## src/rtl/mem_arbiter.sv

```systemverilog
// mem_arbiter: shares the single main-memory port between video refresh,
// CPU bus cycles and disk-copy DMA. Accesses are serialised with fixed
// priority (video > CPU > DMA); an aging counter lets a starved DMA
// requester outrank the CPU once after DMA_MAX_WAIT lost rounds.
// Every access runs IDLE -> BUSY -> GAP, so back-to-back accesses with an
// immediate mem_ack complete at one per three cycles.
`timescale 1ns/1ps

module mem_arbiter #(
  parameter int unsigned AW           = 25,
  parameter int unsigned DMA_MAX_WAIT = 8
) (
  input  logic          clk_sys,
  input  logic          reset_n,

  // video refresh fetch (read only)
  input  logic          vid_req,
  input  logic [AW-1:0] vid_addr,
  output logic          vid_ack,
  output logic [15:0]   vid_data,

  // CPU bus cycles
  input  logic          cpu_req,
  input  logic          cpu_we,
  input  logic [1:0]    cpu_be,
  input  logic [AW-1:0] cpu_addr,
  input  logic [15:0]   cpu_din,
  output logic [15:0]   cpu_dout,
  output logic          cpu_ack,

  // disk-copy DMA
  input  logic          dma_req,
  input  logic          dma_we,
  input  logic [AW-1:0] dma_addr,
  input  logic [15:0]   dma_din,
  output logic [15:0]   dma_dout,
  output logic          dma_ack,

  // main-memory port
  output logic          mem_req,
  output logic          mem_we,
  output logic [1:0]    mem_be,
  output logic [AW-1:0] mem_addr,
  output logic [15:0]   mem_din,
  input  logic [15:0]   mem_dout,
  input  logic          mem_ack,

  // current owner: 0 none, 1 video, 2 CPU, 3 DMA
  output logic [1:0]    grant
);

  localparam int unsigned AGE_W = (DMA_MAX_WAIT < 1) ? 1 : $clog2(DMA_MAX_WAIT + 1);

  localparam logic [1:0] G_NONE = 2'd0;
  localparam logic [1:0] G_VID  = 2'd1;
  localparam logic [1:0] G_CPU  = 2'd2;
  localparam logic [1:0] G_DMA  = 2'd3;

  typedef enum logic [1:0] {
    S_IDLE = 2'd0,
    S_BUSY = 2'd1,
    S_GAP  = 2'd2
  } state_t;

  state_t           state;
  logic [AGE_W-1:0] age;
  logic             age_full_c;
  logic [1:0]       win_c;

  // DMA has lost enough rounds to outrank the CPU on the next decision
  assign age_full_c = (age == AGE_W'(DMA_MAX_WAIT));

  // Winner of the current arbitration round; only consumed in IDLE
  always_comb begin
    win_c = G_NONE;
    if (vid_req) begin
      win_c = G_VID;
    end else if (dma_req && (age_full_c || !cpu_req)) begin
      win_c = G_DMA;
    end else if (cpu_req) begin
      win_c = G_CPU;
    end
  end

  // Arbitration FSM with registered memory-port and requester outputs
  always_ff @(posedge clk_sys or negedge reset_n) begin
    if (!reset_n) begin
      state    <= S_IDLE;
      age      <= '0;
      grant    <= G_NONE;
      mem_req  <= 1'b0;
      mem_we   <= 1'b0;
      mem_be   <= 2'b00;
      mem_addr <= '0;
      mem_din  <= 16'h0000;
      vid_ack  <= 1'b0;
      cpu_ack  <= 1'b0;
      dma_ack  <= 1'b0;
      vid_data <= 16'h0000;
      cpu_dout <= 16'h0000;
      dma_dout <= 16'h0000;
    end else begin
      // acks are single-cycle pulses raised only on the BUSY -> GAP edge
      vid_ack <= 1'b0;
      cpu_ack <= 1'b0;
      dma_ack <= 1'b0;

      case (state)
        S_IDLE: begin
          if (win_c != G_NONE) begin
            state   <= S_BUSY;
            grant   <= win_c;
            mem_req <= 1'b1;
            case (win_c)
              G_VID: begin
                mem_addr <= vid_addr;
                mem_we   <= 1'b0;
                mem_be   <= 2'b11;
                mem_din  <= 16'h0000;
              end
              G_CPU: begin
                mem_addr <= cpu_addr;
                mem_we   <= cpu_we;
                // byte enables only qualify writes; reads fetch the full word
                mem_be   <= cpu_we ? cpu_be : 2'b11;
                mem_din  <= cpu_din;
              end
              default: begin
                mem_addr <= dma_addr;
                mem_we   <= dma_we;
                mem_be   <= 2'b11;
                mem_din  <= dma_din;
              end
            endcase
          end

          // age counts decisions DMA wanted but lost, saturating at the limit
          if (dma_req && (win_c != G_DMA)) begin
            if (!age_full_c) begin
              age <= age + AGE_W'(1);
            end
          end else begin
            age <= '0;
          end
        end

        S_BUSY: begin
          if (mem_ack) begin
            state   <= S_GAP;
            mem_req <= 1'b0;
            case (grant)
              G_VID: begin
                vid_data <= mem_dout;
                vid_ack  <= 1'b1;
              end
              G_CPU: begin
                if (!mem_we) begin
                  cpu_dout <= mem_dout;
                end
                cpu_ack <= 1'b1;
              end
              G_DMA: begin
                if (!mem_we) begin
                  dma_dout <= mem_dout;
                end
                dma_ack <= 1'b1;
              end
              default: begin
              end
            endcase
          end
        end

        S_GAP: begin
          state <= S_IDLE;
          grant <= G_NONE;
        end

        default: begin
          state <= S_IDLE;
          grant <= G_NONE;
        end
      endcase
    end
  end

endmodule

```

## config.mk

```make
export PLATFORM = sky130hd
export DESIGN_NAME = mem_arbiter
export DESIGN_NICKNAME = d
export VERILOG_FILES = /design/src/rtl/mem_arbiter.sv
export SDC_FILE = /design/constraint.sdc
export NUM_CORES = 1
export LEC_CHECK = 0
export CAP_MARGIN = 20
export CORE_MARGIN = 3
export CORE_UTILIZATION = 40
export CTS_BUF_LIST = sky130_fd_sc_hd__clkbuf_4
export CTS_CLUSTER_SIZE = 10
export DETAILED_ROUTE_END_ITERATION = 8
export DONT_BUFFER_PORTS = 1
export PLACE_DENSITY = 0.63
export SYNTH_ARGS = -nofsm -noshare
export SYNTH_HDL_FRONTEND = slang
export SYNTH_SLANG_ARGS = --single-unit
```

## constraint.sdc

```tcl
create_clock -name clk_sys -period 2.8 [get_ports clk_sys]
set_clock_uncertainty 0.2 [all_clocks]
set_input_delay 0.56 -clock clk_sys [delete_from_list [all_inputs] [get_ports clk_sys]]
set_output_delay 0.56 -clock clk_sys [all_outputs]
set_load 0.01 [all_outputs]
```

==> out/metrics.yaml, run 1 <==
insertion_delay_ns: 0.44
p_leak_nw: 2.165
path_max_fanout: 42
maxCapViolCount: 0
synth_area_leaders: "dfrtp_1, mux2_2, o21ai_0"
cts_buffers: 9
internal_power_mw: 2.881
timing.slew.headroom: 0.4844
ys_types: 34
synthToLayoutAreaGrowth_pct: 5.720
grt_pass1_wl_um: 18850
fin_setup_tns_ns: 0
reg2reg_depth: 9
yosys.area_share.simple: 0.1004
hpwl_um: 8759
rows: 38
syn_avg_cell_area_um2: 11.21
path_class: "flip-flop to flip-flop"
pin_count: 231
run_status: "complete, but fails checks"
drc: 0
cp.required_ns: 2.98
powerDensity_nw_per_um2: 974.9
final_antenna_net_count: 0
final_cell_mix: "dfrtp_1, o21ai_0, nand2_1"
gp_congestion: 0.8204
grt_overflow: 0
synth-adder-area-share: 0.01368
grt_pass1_vias: 3387
portBuffers: 0
end_kind: "flip-flop"
synthFlopType: "dfrtp_1"
fin_crit_ns: 2.629
wl_per_cell_um: 22.02
die_x_um: 112.9
nFillCells: 1034
ctsHoldBuffers: 1
cts-root-buf: "clkbuf_4"
period_share: 0.9391
path_clk_slew_ns: 0.16
synth_top_family_by_area: "compound AO/OA/AOI/OAI gates"
seq_area_frac_synth: 0.5692
rsz0062_at_grt: "false"
track_usage: 0.1889
seq_power_share: 0.638
synth-xor-area-share: 0
p_sw_mw: 1.831
initial_core_util: 0.4163
dieArea_um2: 12750
cp-start-kind: "flip-flop"
synth_top_area_share: 0.5692
drv_slew: 0
fmax_ghz: 0.3803
synth-compound-area-share: 0.1585
total_power_mw: 4.712
hold_slack_ns: -0.4110
h-tree-depth: 3
wl_um: 11980
cts.sinks: 104
clkPwrFrac: 0.140
synth-edff-count: 0
synth_area_um2: 4572
ys_warn_count: 0
final_common_cell: "dfrtp_1"
vdd_drop_max_mv: 0.4265
placed_area_um2: 4707
cp.arrival_ns: 2.81
drive_above_1_share: 0.1955
cts_tree: "done"
sw_frac_of_total: 0.3885
min_path_type: "primary input to async pin"
cts_buffer_depth: 2
coreArea_um2: 10980
combPwrFrac: 0.222
synthCells: 408
layout.nets: 539
die_h_um: 112.9
synth_top_area_cell: "dfrtp_1"
num_antenna_cells: 0
drt_iter0_markers: 210
ys_ff_latch: 104
grt_start_max_net_pins: 105
drt_first_pass_iters: 6
synthMuxAreaShare: 0.1204
fin_area_um2: 4833
routed_via_density: 5.934
setup_viol_count_final: 0
tightest_slew_ns: 0.7734
async_reset_ff_frac: 1.000
violations: "negative hold slack"
vias: 3228
synth_nets: 546
finalHoldViolations: 104
antenna_found_initial: 0
==> registers in the layout (all words and copies together), names as in the netlist <==
register / cells
age: 4
cpu_ack: 1
cpu_dout: 16
dma_ack: 1
dma_dout: 16
grant: 2
mem_addr: 25
mem_be: 2
mem_din: 16
mem_req: 1
mem_we: 1
state: 2
vid_ack: 1
vid_data: 16
==> cell usage after synthesis (3+ instances only) <==
library cell / number
inv_1: 6
mux2_2: 48
ha_1: 5
or3_1: 3
a21oi_1: 18
clkbuf_1: 25
o21ai_0: 72
nand2_1: 51
nor2_1: 5
nor2b_1: 3
dfrtp_1: 104
a221oi_1: 25
and3_1: 18
==> power by group through the flow <==
stage | combinational [mW] | sequential (mW) | clock (mW)
floorplan | 0.862 | 2.84 | 0
global placement | 0.981 | 3.04 | 0
detailed placement | 1.06 | 3.06 | 0
CTS | 1.06 | 3.03 | 0.688
global route | 1.22 | 3.11 | 0.745
finish | 1.05 | 3.01 | 0.658
==> layer usage <==
| metal | track usage | vias up | share of wire |
|---|---|---|---|
| met1 | 0.2166 | 1569 | 0.36 |
| met4 | 0.06731 | 0 | 0.018 |
| li1 | - | 1449 | - |
| met2 | 0.3171 | 194 | 0.49 |
| met5 | 0 | - | 0 |
| met3 | 0.07914 | 16 | 0.13 |
==> timing repair <==
action	in CTS	in global routing
resized for setup	0	1
hold endpoints to repair	105	104
endpoints found under the setup margin	0	11
buffers inserted	0	1
==> critical path, cell delays in order (launching register included) <==
cell,delay (ns)
dfrtp_1,0.41
inv_1,0.06
ha_1,0.21
and4b_1,0.20
or3_1,0.36
ha_1,0.32
buf_4,0.34
and3_1,0.24
a21oi_1,0.06
o21ai_0,0.16
==> stage by stage <==
step | std cells | hold slack [ns] | setup slack [ns] | utilization
after global placement | 528 | 0.06678 | 0.1273 | 0.4286
after CTS | 543 | -0.4592 | 0.02136 | 0.4388
after global routing | 544 | -0.4705 | 0.001849 | 0.4401
after detailed placement | 528 | 0.06659 | 0.04826 | 0.4286
after floorplan | 408 | 0.06441 | 0.3011 | -
final | 544 | -0.4110 | 0.1705 | 0.4401
==> logic make-up after synthesis <==
logic type | Yosys count
buf+inv | 37
simple gates | 91
mux | 49
fa+ha+maj | 5
flops | 104
compound gates | 122
==> path summary, 6_finish.rpt <==
check	to	slack (ns)	start
setup / recovery	mem_din[4]	0.17	age[0]
hold / removal	mem_addr[10]	-0.41	reset_n
setup reg to reg	mem_din[4]	0.17	age[0]
hold reg to reg	age[0]	0.32	age[0]
max in group asynchronous	mem_din[11]	2.68	reset_n
min in group clk_sys	dma_dout[13]	0.05	mem_dout[13]
==> final cells by class <==
class / instances / area, um^2 / area share
clock inverters: 5 / 35.03 / 0.007248
flip-flops and latches: 104 / 2603 / 0.5384
inverters: 7 / 26.28 / 0.005436
multi-input cells: 267 / 1809 / 0.3743
repair buffers: 12 / 117.6 / 0.02433
well taps: 140 / 175.2 / 0.03624
clock buffers: 9 / 67.56 / 0.01398
Note: power is estimated with default switching activity, not from simulation.
==> inputs of run 2 (changes only) <==
--- a/config.mk
+++ b/config.mk
@@ -6,7 +6,7 @@
 export NUM_CORES = 1
 export LEC_CHECK = 0
 export CAP_MARGIN = 20
-export CORE_MARGIN = 3
+export CORE_MARGIN = 10
 export CORE_UTILIZATION = 40
 export CTS_BUF_LIST = sky130_fd_sc_hd__clkbuf_4
 export CTS_CLUSTER_SIZE = 10
==> run 2 against run 1 <==
The run still ends with negative hold slack left. Clock-buffer cell count increased by 2. Sequential power increased by 1%. Die area increased by 26%.
==> out/metrics.yaml, run 2 (synthesized netlist as in run 1, its figures left out) <==
run_status: "complete, but fails checks"  # unchanged
violations: "negative hold slack"  # unchanged
final_antenna_net_count: 0  # unchanged
powerDensity_nw_per_um2: 977.5  # was 974.9 nW/um^2
fmax_ghz: 0.3923  # was 0.3803 GHz
final.setup.worst_slack_ns: 0.2508  # was 0.1705 ns
initial_core_util: 0.4145  # was 0.4163
rsz0062_at_grt: "false"  # unchanged
h-tree-depth: 3  # unchanged
cts-root-buf: "clkbuf_4"  # unchanged
die_x_um: 126.9  # was 112.9 um
drt_iter0_markers: 276  # was 210
pin_count: 231  # unchanged
wl_per_cell_um: 24.01  # was 22.02 um
fin_crit_ns: 2.549  # was 2.629 ns
rows: 38  # unchanged
vdd_drop_max_mv: 0.4272  # was 0.4265 mV
final_cell_mix: "dfrtp_1, o21ai_0, nand2_1"  # unchanged
maxCapViolCount: 0  # unchanged
fin_setup_tns_ns: 0  # unchanged
tightest_slew_ns: 0.7606  # was 0.7734 ns
setup_viol_count_final: 0  # unchanged
vias: 3270  # was 3,228
finalHoldViolations: 104  # unchanged
coreArea_um2: 11030  # was 10,980 um^2
dieArea_um2: 16110  # was 12,750 um^2
drc: 0  # unchanged
cts_buffer_depth: 2  # unchanged
utilization: 0.4496  # was 0.4401
drt_first_pass_iters: 4  # was 6
grt_start_max_net_pins: 105  # unchanged
track_usage: 0.1579  # was 0.1889
cts.sinks: 104  # unchanged
critPathMaxStageDelay_ns: 0.53  # was 0.41 ns
crit_path_cell_trace: "inv_1 > ha_1 > and4b_1 > or3_1 > inv_1 > ha_1 > or3_2 > buf_6 > nand2_1 > o21ai_0"  # was inv_1 > ha_1 > and4b_1 > or3_1 > ha_1 > buf_4 > and3_1 > a21oi_1 > o21ai_0
drv_slew: 0  # unchanged
hold_slack_ns: -0.4068  # was -0.4110 ns
regMostFlops: "mem_addr"  # unchanged
cts_buffers: 9  # unchanged
cp.arrival_ns: 2.67  # was 2.81 ns
layout.nets: 546  # was 539
timing.slew.headroom: 0.4929  # was 0.4844
path_class: "flip-flop to flip-flop"  # unchanged
path_clk_slew_ns: 0.14  # was 0.16 ns
seq_area_um2: 2603  # unchanged
cp.required_ns: 2.92  # was 2.98 ns
cts_tree: "done"  # unchanged
grt_pass1_vias: 3500  # was 3,387
placed_area_um2: 4700  # was 4707 um^2
min_path_type: "primary input to async pin"  # unchanged
portBuffers: 0  # unchanged
routed_via_density: 5.903  # was 5.934
grt_overflow: 0  # unchanged
reg2reg_setup_slack_ns: 0.25  # was 0.17 ns
wl_um: 13300  # was 11,980 um
slowest_stage: "or3_2"  # was dfrtp_1
postCtsSetupRepairBufs: 0  # unchanged
drive_above_1_share: 0.1913  # was 0.1955
synthToLayoutAreaGrowth_pct: 8.484  # was 5.720%
p_leak_nw: 2.211  # was 2.165 nW
multiInputGateArea_um2: 1809  # unchanged
wl_met3_um: 2129  # was 1552 um
nFillCells: 1048  # was 1,034
period_share: 0.9104  # was 0.9391
insertion_delay_ns: 0.44  # about the same
path_max_fanout: 46  # was 42
fin_area_um2: 4960  # was 4833 um^2
wl_met1_um: 4904  # was 4360 um
die_h_um: 126.9  # was 112.9 um
hpwl_um: 10040  # was 8759 um
end_kind: "flip-flop"  # unchanged
final_common_cell: "dfrtp_1"  # unchanged
largest_reg_flops: 25  # unchanged
cp-start-kind: "flip-flop"  # unchanged
antenna_found_initial: 1  # was 0
wl_met2_um: 6066  # was 5845 um
grt_pass1_wl_um: 20070  # was 18,850 um
top_layer: "met4"  # unchanged
pre_cts_slack_ns: 0.1270  # was 0.04826 ns
gp_congestion: 0.7764  # was 0.8204
[run 2: timing repair]
item | CTS | global route
hold buffers | 1 | 9
gates resized for setup | 0 | 6
hold endpoints to repair | 105 | 118
setup endpoints to repair | 0 | 28
[run 2: layout make-up]
class                           count  area share
Inverter                            7    0.005298
Clock inverter                      5     0.01160
Antenna cell                        1   0.0005045
Clock buffer                       11     0.01665
Timing Repair Buffer               19     0.04112
Tap cell                          140     0.03532
Multi-Input combinational cell    267      0.3648
Sequential cell                   104      0.5247
[run 2: routing by layer]
metal	up-vias	global-route usage
met5	-	0
met4	0	0.06363
met3	16	0.1062
met2	206	0.2412
met1	1585	0.1684
li1	1463	-
[run 2: worst paths after layout]
kind	from	to	cells past startpoint
max	age[0]	mem_din[6]	10
min	reset_n	dma_dout[2]	0
max reg2reg	age[0]	mem_din[6]	10
min reg2reg	age[0]	age[0]	1
max in group asynchronous	reset_n	mem_addr[10]	0
min in group clk_sys	mem_ack	cpu_ack	2
[run 2: per-stage QoR]
stage	total power, mW	hold slack, ns	cells
finish	4.848	-0.4068	554
global route	5.223	-0.4866	554
CTS	4.914	-0.4524	544
detailed placement	4.150	0.06747	527
global placement	4.063	0.06746	527
floorplan	3.707	0.06441	408
[run 2: power by group]
group / total [mW] / internal, mW / switching (mW)
Sequential: 3.05 / 2.16 / 0.890
Clock: 0.763 / 0.292 / 0.471
Combinational: 1.03 / 0.536 / 0.496
Total: 4.85 / 2.99 / 1.86
[run 2: worst max-delay path, delay by kind of cell, from the launching register on]
kind	cells	cell delay [ns]
compound gates	1	0.08
simple gates	4	0.92
flops	1	0.44
buf+inv	3	0.37
fa+ha+maj	2	0.41
